File: src/rtl/alu_share_arbiter.sv
// rtl/alu_share_arbiter.sv - two-requester round-robin arbiter in front of one shared combinational ALU
//
// Purpose:
//   Accepts one operation at a time from requester 0 or 1 and registers its
//   operands. It drives the shared ALU for one cycle and registers the result
//   and zero flag. It then holds the response for the granted requester until
//   that requester takes it. Operation sequence: IDLE -> ISSUE -> RESP -> IDLE.
//
// Configuration:
//   ALU_ARB_FIXED_PRIO_EN - when defined, requester 0 always wins under
//   contention. When undefined, the requester not served last wins.
//
// Ports:
//   clk_i, rst_n_i                  clock (rising edge), asynchronous active-low reset
//   reqN_valid_i / reqN_ready_o     request handshake per requester (ready is combinational in IDLE)
//   reqN_data1_i, reqN_data2_i      operands
//   reqN_ctrl_i                     ALU op code, passed through uninterpreted
//   rspN_valid_o / rspN_ready_i     response handshake per requester
//   rspN_data_o, rspN_zero_o        registered ALU result and zero flag
//   alu_data1_o, alu_data2_o        operands to the shared ALU
//   alu_ctrl_o                      op select to the shared ALU
//   alu_data_i, alu_zero_i          result and zero flag from the shared ALU
//   busy_o                          an operation is in flight (ISSUE or RESP)
module alu_share_arbiter #(
   parameter int                 DATA_W    = 32,
   parameter int                 CTRL_W    = 3,
   parameter logic [CTRL_W-1:0]  IDLE_CTRL = '0
) (
   input  logic              clk_i,
   input  logic              rst_n_i,
   input  logic              req0_valid_i,
   output logic              req0_ready_o,
   input  logic [DATA_W-1:0] req0_data1_i,
   input  logic [DATA_W-1:0] req0_data2_i,
   input  logic [CTRL_W-1:0] req0_ctrl_i,
   output logic              rsp0_valid_o,
   input  logic              rsp0_ready_i,
   output logic [DATA_W-1:0] rsp0_data_o,
   output logic              rsp0_zero_o,
   input  logic              req1_valid_i,
   output logic              req1_ready_o,
   input  logic [DATA_W-1:0] req1_data1_i,
   input  logic [DATA_W-1:0] req1_data2_i,
   input  logic [CTRL_W-1:0] req1_ctrl_i,
   output logic              rsp1_valid_o,
   input  logic              rsp1_ready_i,
   output logic [DATA_W-1:0] rsp1_data_o,
   output logic              rsp1_zero_o,
   output logic [DATA_W-1:0] alu_data1_o,
   output logic [DATA_W-1:0] alu_data2_o,
   output logic [CTRL_W-1:0] alu_ctrl_o,
   input  logic [DATA_W-1:0] alu_data_i,
   input  logic              alu_zero_i,
   output logic              busy_o
);

   typedef enum logic [1:0] {S_IDLE, S_ISSUE, S_RESP} state_t;

   state_t             state_q, state_d;
   logic [DATA_W-1:0]  op1_q, op1_d;
   logic [DATA_W-1:0]  op2_q, op2_d;
   logic [CTRL_W-1:0]  ctrl_q, ctrl_d;
   logic               id_q, id_d;
   logic [DATA_W-1:0]  res_q, res_d;
   logic               zero_q, zero_d;
   logic               last_grant_q, last_grant_d;
   logic               pick1;
   logic               any_valid;
   logic               rsp_taken;
   logic               in_idle;
   logic               drive_alu;

   // Winner for the current cycle: 1 selects requester 1, 0 selects requester 0.
   // This value is meaningful only when at least one request is valid.
`ifdef ALU_ARB_FIXED_PRIO_EN
   assign pick1 = req1_valid_i && !req0_valid_i;
`else
   assign pick1 = req1_valid_i && (!req0_valid_i || !last_grant_q);
`endif

   assign any_valid = req0_valid_i || req1_valid_i;
   assign rsp_taken = id_q ? rsp1_ready_i : rsp0_ready_i;

   always_ff @(posedge clk_i or negedge rst_n_i) begin
      if (!rst_n_i) begin
         state_q      <= S_IDLE;
         op1_q        <= '0;
         op2_q        <= '0;
         ctrl_q       <= IDLE_CTRL;
         id_q         <= 1'b0;
         res_q        <= '0;
         zero_q       <= 1'b0;
         last_grant_q <= 1'b1;
      end else begin
         state_q      <= state_d;
         op1_q        <= op1_d;
         op2_q        <= op2_d;
         ctrl_q       <= ctrl_d;
         id_q         <= id_d;
         res_q        <= res_d;
         zero_q       <= zero_d;
         last_grant_q <= last_grant_d;
      end
   end

   always_comb begin
      state_d      = state_q;
      op1_d        = op1_q;
      op2_d        = op2_q;
      ctrl_d       = ctrl_q;
      id_d         = id_q;
      res_d        = res_q;
      zero_d       = zero_q;
      last_grant_d = last_grant_q;
      case (state_q)
         S_IDLE: begin
            if (any_valid) begin
               state_d = S_ISSUE;
               id_d    = pick1;
               op1_d   = pick1 ? req1_data1_i : req0_data1_i;
               op2_d   = pick1 ? req1_data2_i : req0_data2_i;
               ctrl_d  = pick1 ? req1_ctrl_i  : req0_ctrl_i;
            end
         end
         S_ISSUE: begin
            res_d   = alu_data_i;
            zero_d  = alu_zero_i;
            state_d = S_RESP;
         end
         S_RESP: begin
            if (rsp_taken) begin
               last_grant_d = id_q;
               state_d      = S_IDLE;
            end
         end
         default: state_d = S_IDLE;
      endcase
   end

   // Ready is gated by rst_n_i. Reset forces the state to IDLE, and without
   // the gate a held request valid would raise ready while reset is asserted.
   assign in_idle      = (state_q == S_IDLE) && rst_n_i;
   assign req0_ready_o = in_idle && req0_valid_i && !pick1;
   assign req1_ready_o = in_idle && pick1;

   assign rsp0_valid_o = (state_q == S_RESP) && !id_q;
   assign rsp1_valid_o = (state_q == S_RESP) &&  id_q;
   assign rsp0_data_o  = res_q;
   assign rsp1_data_o  = res_q;
   assign rsp0_zero_o  = zero_q;
   assign rsp1_zero_o  = zero_q;

   // The ALU sees the registered operands for the whole operation. It sees a
   // quiet pass-through pattern when no operation is in flight.
   assign drive_alu   = (state_q != S_IDLE);
   assign alu_data1_o = drive_alu ? op1_q  : '0;
   assign alu_data2_o = drive_alu ? op2_q  : '0;
   assign alu_ctrl_o  = drive_alu ? ctrl_q : IDLE_CTRL;
   assign busy_o      = drive_alu;

endmodule

File: config.mk
export PLATFORM = sky130hd
export DESIGN_NAME = alu_share_arbiter
export DESIGN_NICKNAME = d
export VERILOG_FILES = /design/src/rtl/alu_share_arbiter.sv
export SDC_FILE = /design/constraint.sdc
export NUM_CORES = 1
export LEC_CHECK = 0
export ABC_AREA = 1
export BUFFER_PORTS_ARGS = -buffer_cell sky130_fd_sc_hd__buf_4
export CAP_MARGIN = 20
export CORE_AREA = 2 2 120 122
export CTS_CLUSTER_SIZE = 12
export DETAILED_ROUTE_END_ITERATION = 7
export DIE_AREA = 0 0 122 124
export GPL_TIMING_DRIVEN = 0
export PLACE_DENSITY = 0.75
export SLEW_MARGIN = 20
export SYNTH_ARGS = -nofsm -noshare
export SYNTH_HDL_FRONTEND = slang
export SYNTH_SLANG_ARGS = --single-unit
File: constraint.sdc
create_clock -name clk_i -period 1.7 [get_ports clk_i]
set_clock_uncertainty 0.1 [all_clocks]
set_input_delay 0.425 -clock clk_i [delete_from_list [all_inputs] [get_ports clk_i]]
set_output_delay 0.425 -clock clk_i [all_outputs]
set_load 0.05 [all_outputs]
==> flow_metrics.py <==
metrics = {
    "clock_network": {
        "cts_made_buffers": 9,
        "cts_buffer_depth": 2,
        "cts_tree": "done",
        "insertion_delay_ns": 0.35,
        "htreeDepth": 3,
        "ctsRootBufferMaster": "clkbuf_16",
        "path_clk_slew_ns": 0.07,
        "cts.sinks": 104,
    },
    "drt": {
        "drt_iter0_drc": 366,
        "drt-total-wl_um": 20670,
        "drt_drc_violations_left": 0,
        "drt_first_pass_iters": 5,
        "vias_per_cell": 4.681,
        "wl_per_cell_um": 14.28,
        "via_count": 6778,
        "postRouteAntennaNets": 0,
    },
    "synth": {
        "ys_ff_latch": 104,
        "yosysWarnings": 0,
        "synth.avg_cell_area_sq_um": 6.621,
        "synth_compound_area_frac": 0.001641,
        "yosys.area_share.simple": 0.3582,
        "ys_types": 17,
        "synth-xor-area-share": 0,
        "muxShareOfSynthArea": 0,
        "syn_nets": 1094,
        "synth_cells": 921,
        "seq_area_frac_synth": 0.4270,
        "synth_top_family_by_area": "simple AND/OR/NAND/NOR gates",
        "synth_adder_area_share": 0,
        "synth_area_sq_um": 6098,
    },
    "worst_setup_path": {
        "crit_required_ns": 1.17,
        "crit_path_start_kind": "flop",
        "r2r_start": "state_q[0]",
        "cp-end-kind": "primary output",
        "worstSetupEndpoint": "req0_ready_o",
        "crit_fanout": 2,
        "crit_start": "last_grant_q",
        "cp_data_arrival_time_ns": 1.63,
        "reg2regPathDepth": 9,
        "regToRegSetupSlack_ns": 0.05,
        "timing.rr.end": "op2_q[27]",
        "critical_path_class": "reg -> out",
    },
    "floorplan": {
        "ios": 311,
        "start_util": 0.4445,
        "die_w_um": 122,
        "core_sq_um": 13720,
        "rows": 43,
        "die_y_um": 124,
        "die_area_sq_um": 15130,
    },
    "layout": {
        "final_area_sq_um": 10180,
        "fillers": 1119,
        "final_common_cell": "buf_4",
        "nNetsFinal": 1435,
        "layout-drive-gt1-share": 0.3962,
        "layout_common_cells": "buf_4 (300), nand2_1 (276), inv_1 (202)",
        "area_growth_pct": 67.01,
        "final_util": 0.7424,
    },
    "timing": {
        "setup_ws_ns": -0.4514,
        "holdWs_ns": -0.06112,
        "max_freq_mhz": 464.8,
        "slew_headroom": 0.6210,
        "tightest_slew_ns": 0.5685,
        "slew_violations": 0,
        "finalSetupViolCount": 72,
        "hold_viol_final": 97,
        "rsz0062_at_grt": "true",
        "period_needed_ns": 2.151,
        "final.period_utilization": 1.266,
    },
    "power": {
        "p_leak_uw": 0.005950,
        "power_density_nw_per_um2": 2398,
        "vdd_drop_max_uv": 1528,
        "power.total_uw": 24420,
    },
    "placed_design": {
        "io_buffers": 309,
        "dp_hpwl_um": 15420,
        "dpl_cell_area_sq_um": 9163,
        "gp_congestion": 0.8357,
        "pre_cts_slack_ns": -0.8073,
    },
    "global_routing": {
        "grt_use_total": 0.2712,
        "grt.overflow.total": 0,
        "grt_antenna_before_repair": 1,
        "grt_pass1_vias": 6419,
        "grt_pass1_wl_um": 31640,
        "grt_start_max_net_pins": 106,
    },
    "outcome": {
        "failed_checks": "hold timing, setup timing",
        "status": "finished, violations left",
    },
    "min_path": {
        "hold_class": "in -> async",
    },
    "flow_run": {
        "cap_viol_max_count": 0,
    },
}
[registers in the layout, indices dropped and copies added (netlist names)]
name,count
ctrl_q,3
last_grant_q,1
rsp0_zero_o,1
rsp0_data_o,32
op1_q,32
id_q,1
op2_q,32
state_q,2
[through the flow]
step	hold WS, ns	setup TNS (ns)	instances
floorplan	0.02941	-1.168	921
CTS	-0.03904	-30.44	1447
finish	-0.06112	-24.28	1448
global placement	0.3619	-23.59	1410
detailed placement	0.3650	-15.59	1410
global route	-0.01471	-29.31	1448
[what timing repair did]
action / in CTS / in global routing
gates cloned: 3 / 3
pin swaps: 6 / 4
setup endpoints to repair: 87 / 145
buffers inserted: 18 / 3
gates resized for setup: 89 / 50
endpoints found under the hold margin: 103 / 6
[cells in the mapped netlist, drive strengths merged]
library cell	count	area [sq um]
dfstp	1	26.28
nor3b	1	7.510
o21ai	2	10.01
nand3	167	835.8
dfrtp	103	2577
nand2	280	1054
buf	67	451.7
inv	207	777.0
clkbuf	19	71.32
nor2	74	287.8
[where the power goes]
part / switching (uW) / total (uW) / internal, uW / leakage (uW)
Combinational: 11400 / 17700 / 6330 / 0.00453
Clock: 931 / 2120 / 1190 / 0.000155
Sequential: 807 / 4550 / 3740 / 0.00126
Total: 13100 / 24400 / 11300 / 0.00595
[layer usage]
metal / wire (um) / up-vias / track usage
met3: 1921 / 23 / 0.08425
met1: 7659 / 3151 / 0.2961
met5: 0 / - / 0
met2: 10730 / 255 / 0.4969
li1: - / 3349 / -
met4: 361 / 0 / 0.09483
[kinds of logic (layout without fill, tap and decap cells)]
kind of cell,count (synthesis),in the layout
AO/OA/AOI/OAI,2,2
buffers and inverters,293,639
flip-flops,104,104
other,0,1
AND/OR/NAND/NOR,522,522
[how the worst min path moves through the flow]
stage,depth (start not counted),slack (ns),from,end
floorplan,0,0.03,rst_n_i,ctrl_q[0]
global placement,2,0.36,op1_q[19],op1_q[19]
detailed placement,2,0.37,op2_q[14],op2_q[14]
CTS,1,-0.04,rst_n_i,op1_q[31]
global route,1,-0.01,rst_n_i,op1_q[5]
finish,1,-0.06,rst_n_i,op1_q[7]
[critical path: stages (launching register included)]
cell and delay, ns:
dfstp_2 0.56, nand2_4 0.07, nand2_4 0.08, buf_8 0.11
inv_6 0.03, nor3b_4 0.23, buf_6 0.20
[area by class of cell]
| class | count | area [sq um] | area share |
|---|---|---|---|
| clock buffers | 14 | 294.0 | 0.02887 |
| plain buffers | 83 | 653.1 | 0.06413 |
| clock inverters | 2 | 10.01 | 0.0009828 |
| well taps | 180 | 225.2 | 0.02211 |
| diodes | 1 | 2.502 | 0.0002457 |
| inverters | 207 | 784.5 | 0.07703 |
| multi-input cells | 524 | 2736 | 0.2687 |
| repair buffers | 333 | 2875 | 0.2823 |
| flip-flops and latches | 104 | 2604 | 0.2557 |
No activity file was read; power rests on OpenSTA's default activity.
